$ cat config.mk
export PLATFORM = sky130hd
export DESIGN_NAME = se_tick_sync_flat
export DESIGN_NICKNAME = d
export VERILOG_FILES = /design/src/rtl/se_tick_sync_if.sv /design/src/rtl/se_tick_sync.sv /design/src/flat_wrapper.sv
export SDC_FILE = /design/constraint.sdc
export NUM_CORES = 1
export LEC_CHECK = 0
export BUFFER_PORTS_ARGS = -buffer_cell sky130_fd_sc_hd__buf_2
export CAP_MARGIN = 20
export CELL_PAD_IN_SITES_DETAIL_PLACEMENT = 1
export CELL_PAD_IN_SITES_GLOBAL_PLACEMENT = 2
export CORE_MARGIN = 3
export CORE_UTILIZATION = 30
export DETAILED_ROUTE_END_ITERATION = 10
export PLACE_DENSITY = 0.75
export SLEW_MARGIN = 10
export SYNTH_ARGS = -nofsm -noshare
export SYNTH_HDL_FRONTEND = slang
export SYNTH_SLANG_ARGS = --single-unit
$ cat constraint.sdc
create_clock -name clk -period 2.3 [get_ports clk]
set_input_delay 0.23 -clock clk [delete_from_list [all_inputs] [get_ports clk]]
set_output_delay 0.23 -clock clk [all_outputs]
set_load 0.05 [all_outputs]
$ cat src/rtl/se_tick_sync_if.sv
// Bus between the divided-clock receiver and its user: the slow level and
// prescaler controls in, the clk-domain enables and status out.
interface se_tick_sync_if #(
  parameter int CNT_W = 16
);
  logic             slow_clk_in;
  logic             enable;
  logic [3:0]       step_div;
  logic             tick;
  logic             step;
  logic             stalled;
  logic [CNT_W-1:0] tick_count;

  modport master (
    output slow_clk_in, enable, step_div,
    input  tick, step, stalled, tick_count
  );

  modport slave (
    input  slow_clk_in, enable, step_div,
    output tick, step, stalled, tick_count
  );
endinterface

$ cat src/rtl/se_tick_sync.sv
// Turns a slow divided clock level into single-cycle clk-domain tick/step
// enables, with a tick counter and a stalled-divider watchdog.
//
// state       | meaning
// ------------+------------------------------------------------------------
// ST_DISARMED | just out of reset; prev tracks the synchronizer, no ticks
// ST_ARMED    | rising edges of the synchronized level produce ticks
module se_tick_sync #(
  parameter int SYNC_STAGES = 2,
  parameter int TIMEOUT     = 20000,
  parameter int CNT_W       = 16
) (
  input  logic          clk,
  input  logic          rst_n,
  se_tick_sync_if.slave bus
);

  localparam int              WD_W     = $clog2(TIMEOUT + 1);
  localparam int              ARM_W    = 3;
  localparam logic [ARM_W-1:0] ARM_LAST = ARM_W'(SYNC_STAGES);
  localparam logic [WD_W-1:0]  WD_MAX   = WD_W'(TIMEOUT);

  typedef enum logic {
    ST_DISARMED = 1'b0,
    ST_ARMED    = 1'b1
  } arm_state_t;

  arm_state_t             state;
  arm_state_t             state_nxt;
  logic [ARM_W-1:0]       arm_cnt;
  logic [ARM_W-1:0]       arm_cnt_nxt;
  logic [SYNC_STAGES-1:0] sync;
  logic                   sync_out;
  logic                   prev;
  logic                   rise;
  logic                   tick;
  logic                   step_fire;
  logic [3:0]             step_cnt;
  logic [CNT_W-1:0]       tick_count;
  logic [WD_W-1:0]        wd_cnt;

  assign sync_out = sync[SYNC_STAGES-1];

  always_ff @(posedge clk) begin
    if (!rst_n) begin
      state   <= ST_DISARMED;
      arm_cnt <= '0;
    end else begin
      state   <= state_nxt;
      arm_cnt <= arm_cnt_nxt;
    end
  end

  // Disarmed for SYNC_STAGES+1 cycles so a level already high at reset
  // release reaches prev before edge detection starts.
  always_comb begin
    state_nxt   = state;
    arm_cnt_nxt = arm_cnt;
    rise        = 1'b0;
    case (state)
      ST_DISARMED: begin
        arm_cnt_nxt = arm_cnt + ARM_W'(1);
        if (arm_cnt == ARM_LAST) state_nxt = ST_ARMED;
      end
      ST_ARMED: rise = sync_out & ~prev;
      default:  state_nxt = ST_DISARMED;
    endcase
  end

  always_ff @(posedge clk) begin
    if (!rst_n) begin
      sync       <= '0;
      prev       <= 1'b0;
      tick       <= 1'b0;
      wd_cnt     <= '0;
      tick_count <= '0;
      step_cnt   <= '0;
    end else begin
      sync <= {sync[SYNC_STAGES-2:0], bus.slow_clk_in};
      prev <= sync_out;
      tick <= rise;

      // Clearing on the detected edge puts wd_cnt at 0 during the tick cycle.
      if (rise)                 wd_cnt <= '0;
      else if (wd_cnt != WD_MAX) wd_cnt <= wd_cnt + WD_W'(1);

      if (tick) tick_count <= tick_count + CNT_W'(1);

      if (tick && bus.enable) begin
        if (step_fire) step_cnt <= '0;
        else           step_cnt <= step_cnt + 4'd1;
      end
    end
  end

  assign step_fire      = (step_cnt >= bus.step_div);
  assign bus.tick       = tick;
  assign bus.step       = tick & bus.enable & step_fire;
  assign bus.stalled    = (wd_cnt == WD_MAX);
  assign bus.tick_count = tick_count;

endmodule

$ cat src/flat_wrapper.sv
// flat-port wrapper written by rule: the top's interface ports become plain ports
module se_tick_sync_flat 
#(
  parameter int SYNC_STAGES = 2,
  parameter int TIMEOUT     = 20000,
  parameter int CNT_W       = 16
)
  (clk, rst_n, bus_slow_clk_in, bus_enable, bus_step_div, bus_tick, bus_step, bus_stalled, bus_tick_count);
  se_tick_sync_if #(.CNT_W(CNT_W)) bus_i ();
  input  logic clk;
  input  logic rst_n;
  input wire logic [$bits(bus_i.slow_clk_in)-1:0] bus_slow_clk_in;
  input wire logic [$bits(bus_i.enable)-1:0] bus_enable;
  input wire logic [$bits(bus_i.step_div)-1:0] bus_step_div;
  output wire logic [$bits(bus_i.tick)-1:0] bus_tick;
  output wire logic [$bits(bus_i.step)-1:0] bus_step;
  output wire logic [$bits(bus_i.stalled)-1:0] bus_stalled;
  output wire logic [$bits(bus_i.tick_count)-1:0] bus_tick_count;
  assign bus_i.slow_clk_in = bus_slow_clk_in;
  assign bus_i.enable = bus_enable;
  assign bus_i.step_div = bus_step_div;
  assign bus_tick = bus_i.tick;
  assign bus_step = bus_i.step;
  assign bus_stalled = bus_i.stalled;
  assign bus_tick_count = bus_i.tick_count;
  se_tick_sync #(.SYNC_STAGES(SYNC_STAGES), .TIMEOUT(TIMEOUT), .CNT_W(CNT_W)) u_core (.clk(clk), .rst_n(rst_n), .bus(bus_i));
endmodule
# == After elaboration in Yosys (flattened, before gate mapping) ==
# Index checks and enable logic that the tools add are counted.
# W data, S select, Z words.
# word_totals
output_inout_bits,19
wordCells,27
ff_bits,43
inputBits,8
# classes
addsub,4
mux,4
order_cmp,1
eq_ne,3
bitwise_logic,5
reduce_logical,2
# ops
operator,count
$add A16 B1 Y16 const B,1
$add A15 B1 Y15 const B,1
$eq A15 B15 Y1 const B,1
$ne A15 B15 Y1 const B,1
$add A4 B1 Y4 const B,1
$ge A4 B4 Y1,1
$mux W4,1
$add A3 B1 Y3 const B,1
$and A1 B1 Y1,3
$eq A3 B2 Y1 const B,1
$mux W1,3
$not A1 Y1,2
$reduce_or A2 Y1,1
$logic_and A1 B1 Y1,1

# == Depth between registers and ports, before layout ==
# depth
ltp_word,4
mapped_depth,7
depth_no_buf,6

# == Worst setup path after synthesis ==
# Ideal clock, no wire load.
# synth_timing
path_kind,register to output
start,reg u_core.tick (netlist: u_core.bus.tick)
end,out bus_step
stages_incl_launch_ff,4
arrival_time_ns,1.935
required_time_ns,2.070
path_buffers,1
slack_ns,0.135
cell_sequence,dfxtp_1 clkbuf_1 nand2_1 a21oi_1
# synth_between
elab_chain_len,2
# synth_rtl
element,line_no,source
from (decl),se_tick_sync.sv:36,logic tick;
from (signal assigned),se_tick_sync.sv:81,tick <= rise;
$and A1 B1 Y1 (2 in a row),se_tick_sync.sv:98,assign bus.step = tick & bus.enable & step_fire;
to (decl),flat_wrapper.sv:16,output wire logic [$bits(bus_i.step)-1:0] bus_step;
# No other way between the ends.

# == Worst setup path after layout ==
# layout_timing
start,reg u_core.wd_cnt[3]
end,out bus_stalled
# layout_between
elab_chain_len,1
# layout_rtl
element,line_no,source
from (decl),se_tick_sync.sv:40,logic [WD_W-1:0] wd_cnt;
from (signal assigned),se_tick_sync.sv:85,else if (wd_cnt != WD_MAX) wd_cnt <= wd_cnt + WD_W'(1);
$eq A15 B15 Y1,se_tick_sync.sv:99,assign bus.stalled = (wd_cnt == WD_MAX);
to (decl),flat_wrapper.sv:17,output wire logic [$bits(bus_i.stalled)-1:0] bus_stalled;
# No other way between the ends.

==> summary.md <==
| Metric | Value |
|---|---|
| Worst slew margin | 61.7% |
| FF-to-FF path depth | 5 |
| Top post-synthesis cells by area | dfxtp_1, xnor2_1, ha_1, and2_1, nand2_1 |
| Worst slew pin tran | 0.574 ns |
| ANT cells | 0 |
| Sequential fraction of design power | 52.7% |
| Vias in the first global route | 1626 |
| Final setup TNS | 0 ns |
| Initial DRC Count | 38 |
| Cell Int Power | 0.00119 W |
| Number of buffers added on ports | 26 |
| Synth top cells by count | dfxtp_1, nand2_1, and2_1, xnor2_1, nor2_1 |
| Outcome | completed |
| Total CTS buffers | 5 |
| Post-route ant nets | 0 |
| Simple-gate portion of the synthesized area | 28.0% |
| Syn_area_per_cell | 8.99 um2 |
| First-pass iteration count of the detailed router | 4 |
| Largest family of logic cells by synthesized area | simple AND/OR/NAND/NOR gates |
| Clock tree buffer depth | 2 |
| Final wirelength | 4330 um |
| Depth of the CTS H-tree | 2 |
| Core Footprint | 0.00646 mm2 |
| Vias per inst | 4.87 |
| Count leader, synth | dfxtp_1 |
| Crit path time final | 2.20 ns |
| Yosys top cell area share | 42.5% |
| Worst min-delay path class | input pin to flop |
| Nets | 273 |
| GP Congestion | 0.712 |
| # fillers | 783 |
| Initial antenna violation count | 0 |
| Area growth from synthesis to layout | 17.7% |
| Main flop type after synthesis | dfxtp_1 |
| Overflow after GRT | 0 |
| Clock Pin Slew Worst Setup and Hold Paths | 0.08 ns |
| Fin crit share | 95.5% |
| Synth Area in XOR/XNOR | 10.4% |
| Max-Cap Viols | 0 |
| Switching part of the total | 22.8% |
| P_leak | 0.960 nW |
| Hold EP | u_core.sync[0]$_SDFF_PN0_ |
| Wire per inst | 13.0 um |
| Pwr Density | 650 mW/mm2 |
| Final Max Slew Viols | 0 |
| Hold_sp | bus_slow_clk_in |
| Syn Nets | 243 |
| Syn. warnings | 0 |
| CTS tree | done |
| Die Width | 88.1 um |
| Sequential-to-total area share from yosys stat | 42.5% |
| Layout cells sized above 1 | 18.8% |
| Netlist cell types | 40 |
| Die Ht | 88.1 um |
| R2R Path End | u_core.wd_cnt[2]$_SDFFE_PP0N_ |
| I/O Pins | 27 |
| Kind of critical path | flop to output port |
| NetSw | 0.000353 W |
| Final Hold Viols | 0 |
| Post-Syn Area | 0.00202 mm2 |
| Synth Register Bits | 43 |
| Number of flops mapped to enable cells by yosys | 0 |
| Crit. End Element | output port |
| Initial Utilization | 31.3% |
| CP required | 2.07 ns |
| Root buffer selected by CTS | clkbuf_8 |
| Post-synthesis cell count | 225 |
| Combinational share of power | 7.9% |
| Crit path launch type | flop |
| Clock network fraction of total power | 39.4% |
| RSZ-0062 raised after global routing | false |
| Post-CTS Setup Bufs | 0 |
| Via count | 1622 |
| FFs w/ async S/R, synth | 0% |
| Clk_skew | 0.00820 ns |
| DRC Markers | 0 |
| Finished Cell Area | 0.00238 mm2 |
| Multiplexer share of the synthesized area | 1.48% |
| Min-Delay Path Depth | 2 |
| Clock tree sinks | 43 |
| Total GRT Usage | 12.5% |
| First-pass GRT wire length | 7610 um |
| Fmax | 0.455 GHz |
| Placed cell area | 0.00225 mm2 |
| Critical R2R Launch | u_core.wd_cnt[3]$_SDFFE_PP0N_ |
| Synth Area in Adders | 6.18% |
| Setup-failing EPs final | 0 |
| Critical Path Fanout Max | 6 |
| HPWL after detailed placement | 3180 um |
| FF-to-FF setup slack | 0.32 ns |
| Arr. time, crit path | 1.97 ns |
| Clock Latency Late Sink | 0.30 ns |
| Die area | 0.00777 mm2 |
| # rows | 29 |
| Max IR drop VDD | 0.299 mV |
| Compound-gate portion of the synthesized area | 7.48% |
| Largest net degree at the start of global routing | 27 |
| Post-synth top area cell | dfxtp_1 |
[cells by family after synthesis]
| family | Yosys count |
|---|---|
| AOI/OAI and AO/OA | 23 |
| adders and majority gates | 10 |
| xor gates and xnor gates | 24 |
| buffers and inverters | 20 |
| DFF | 43 |
| and+or+nand+nor | 102 |
| muxes | 3 |
[registers in the layout, indices dropped and copies added, names as in the netlist]
| name | count |
|---|---|
| u_core.bus.tick_count | 16 |
| u_core.wd_cnt | 15 |
| u_core.step_cnt | 4 |
| u_core.arm_cnt | 3 |
| u_core.sync | 2 |
| u_core.bus.tick | 1 |
| u_core.prev | 1 |
| u_core.state | 1 |
[cell type report]
| type | count | area [um2] | area share, % |
|---|---|---|---|
| sequential | 43 | 867 | 36.4 |
| tap | 77 | 96.3 | 4.04 |
| clock buffer | 6 | 82.6 | 3.47 |
| inverter | 12 | 45.0 | 1.89 |
| multi-input combinational | 162 | 1080 | 45.4 |
| clock inverter | 2 | 35.0 | 1.47 |
| timing repair buffer | 31 | 174 | 7.30 |
[stage by stage]
step	std cells	hold slack (ns)	power [W]	utilization [%]	setup slack, ns
floorplan	225	0.357	0.000919	-	0.135
global placement	325	0.428	0.000951	34.9	0.335
detailed placement	325	0.426	0.000958	34.9	0.320
CTS	333	0.154	0.00157	36.7	0.0494
global route	333	0.155	0.00163	36.9	0.00385
finish	333	0.167	0.00155	36.9	0.103
[cell usage in the layout (no fill, tap or decap), types with 8 or more instances in the layout]
master	count
ha_1	10
nand2_1	20
xor2_1	8
buf_2	25
nor2_1	13
dfxtp_1	38
nand4_1	10
inv_1	12
xnor2_1	16
nand3_1	9
and2_1	16
[how the worst max path moves through the flow]
stage | startpoint | to | cells after the start
2_1_floorplan | u_core.bus.tick$_SDFF_PN0_ | bus_step | 3
3_3_place_gp | u_core.wd_cnt[2]$_SDFFE_PP0N_ | bus_stalled | 4
3_5_place_dp | u_core.wd_cnt[5]$_SDFFE_PP0N_ | bus_stalled | 4
4_1_cts | u_core.wd_cnt[3]$_SDFFE_PP0N_ | bus_stalled | 4
5_1_grt | u_core.wd_cnt[0]$_SDFFE_PP0N_ | bus_stalled | 6
6_report | u_core.wd_cnt[3]$_SDFFE_PP0N_ | bus_stalled | 4
[worst max-delay path: stages, from the launching register on]
cell and delay (ns):
dfxtp_1 0.36, or4b_1 0.53, or4_1 0.55, inv_1 0.09
buf_6 0.15
[layer usage]
layer | routed length, um | GRT usage, % | vias to the layer above | share of wire [%]
li1 | - | - | 834 | -
met1 | 2090 | 15.5 | 755 | 48
met2 | 1960 | 20.1 | 26 | 45
met3 | 199 | 4.05 | 7 | 4.6
met4 | 78 | 4.95 | 0 | 1.8
met5 | 0 | 0 | - | 0
[power groups by stage]
| stage | clock network, W | logic, W | registers (W) |
|---|---|---|---|
| global route | 0.000662 | 0.000144 | 0.000825 |
| floorplan | 0 | 0.0000940 | 0.000825 |
| finish | 0.000610 | 0.000123 | 0.000815 |
| global placement | 0 | 0.000121 | 0.000830 |
| CTS | 0.000632 | 0.000126 | 0.000816 |
| detailed placement | 0 | 0.000125 | 0.000833 |
[what timing repair did]
item | in CTS | in global routing
gates resized for setup | 1 | 6
hold buffers | 0 | 0
setup endpoints to repair | 1 | 2
No activity file was read; power rests on OpenSTA's default activity.
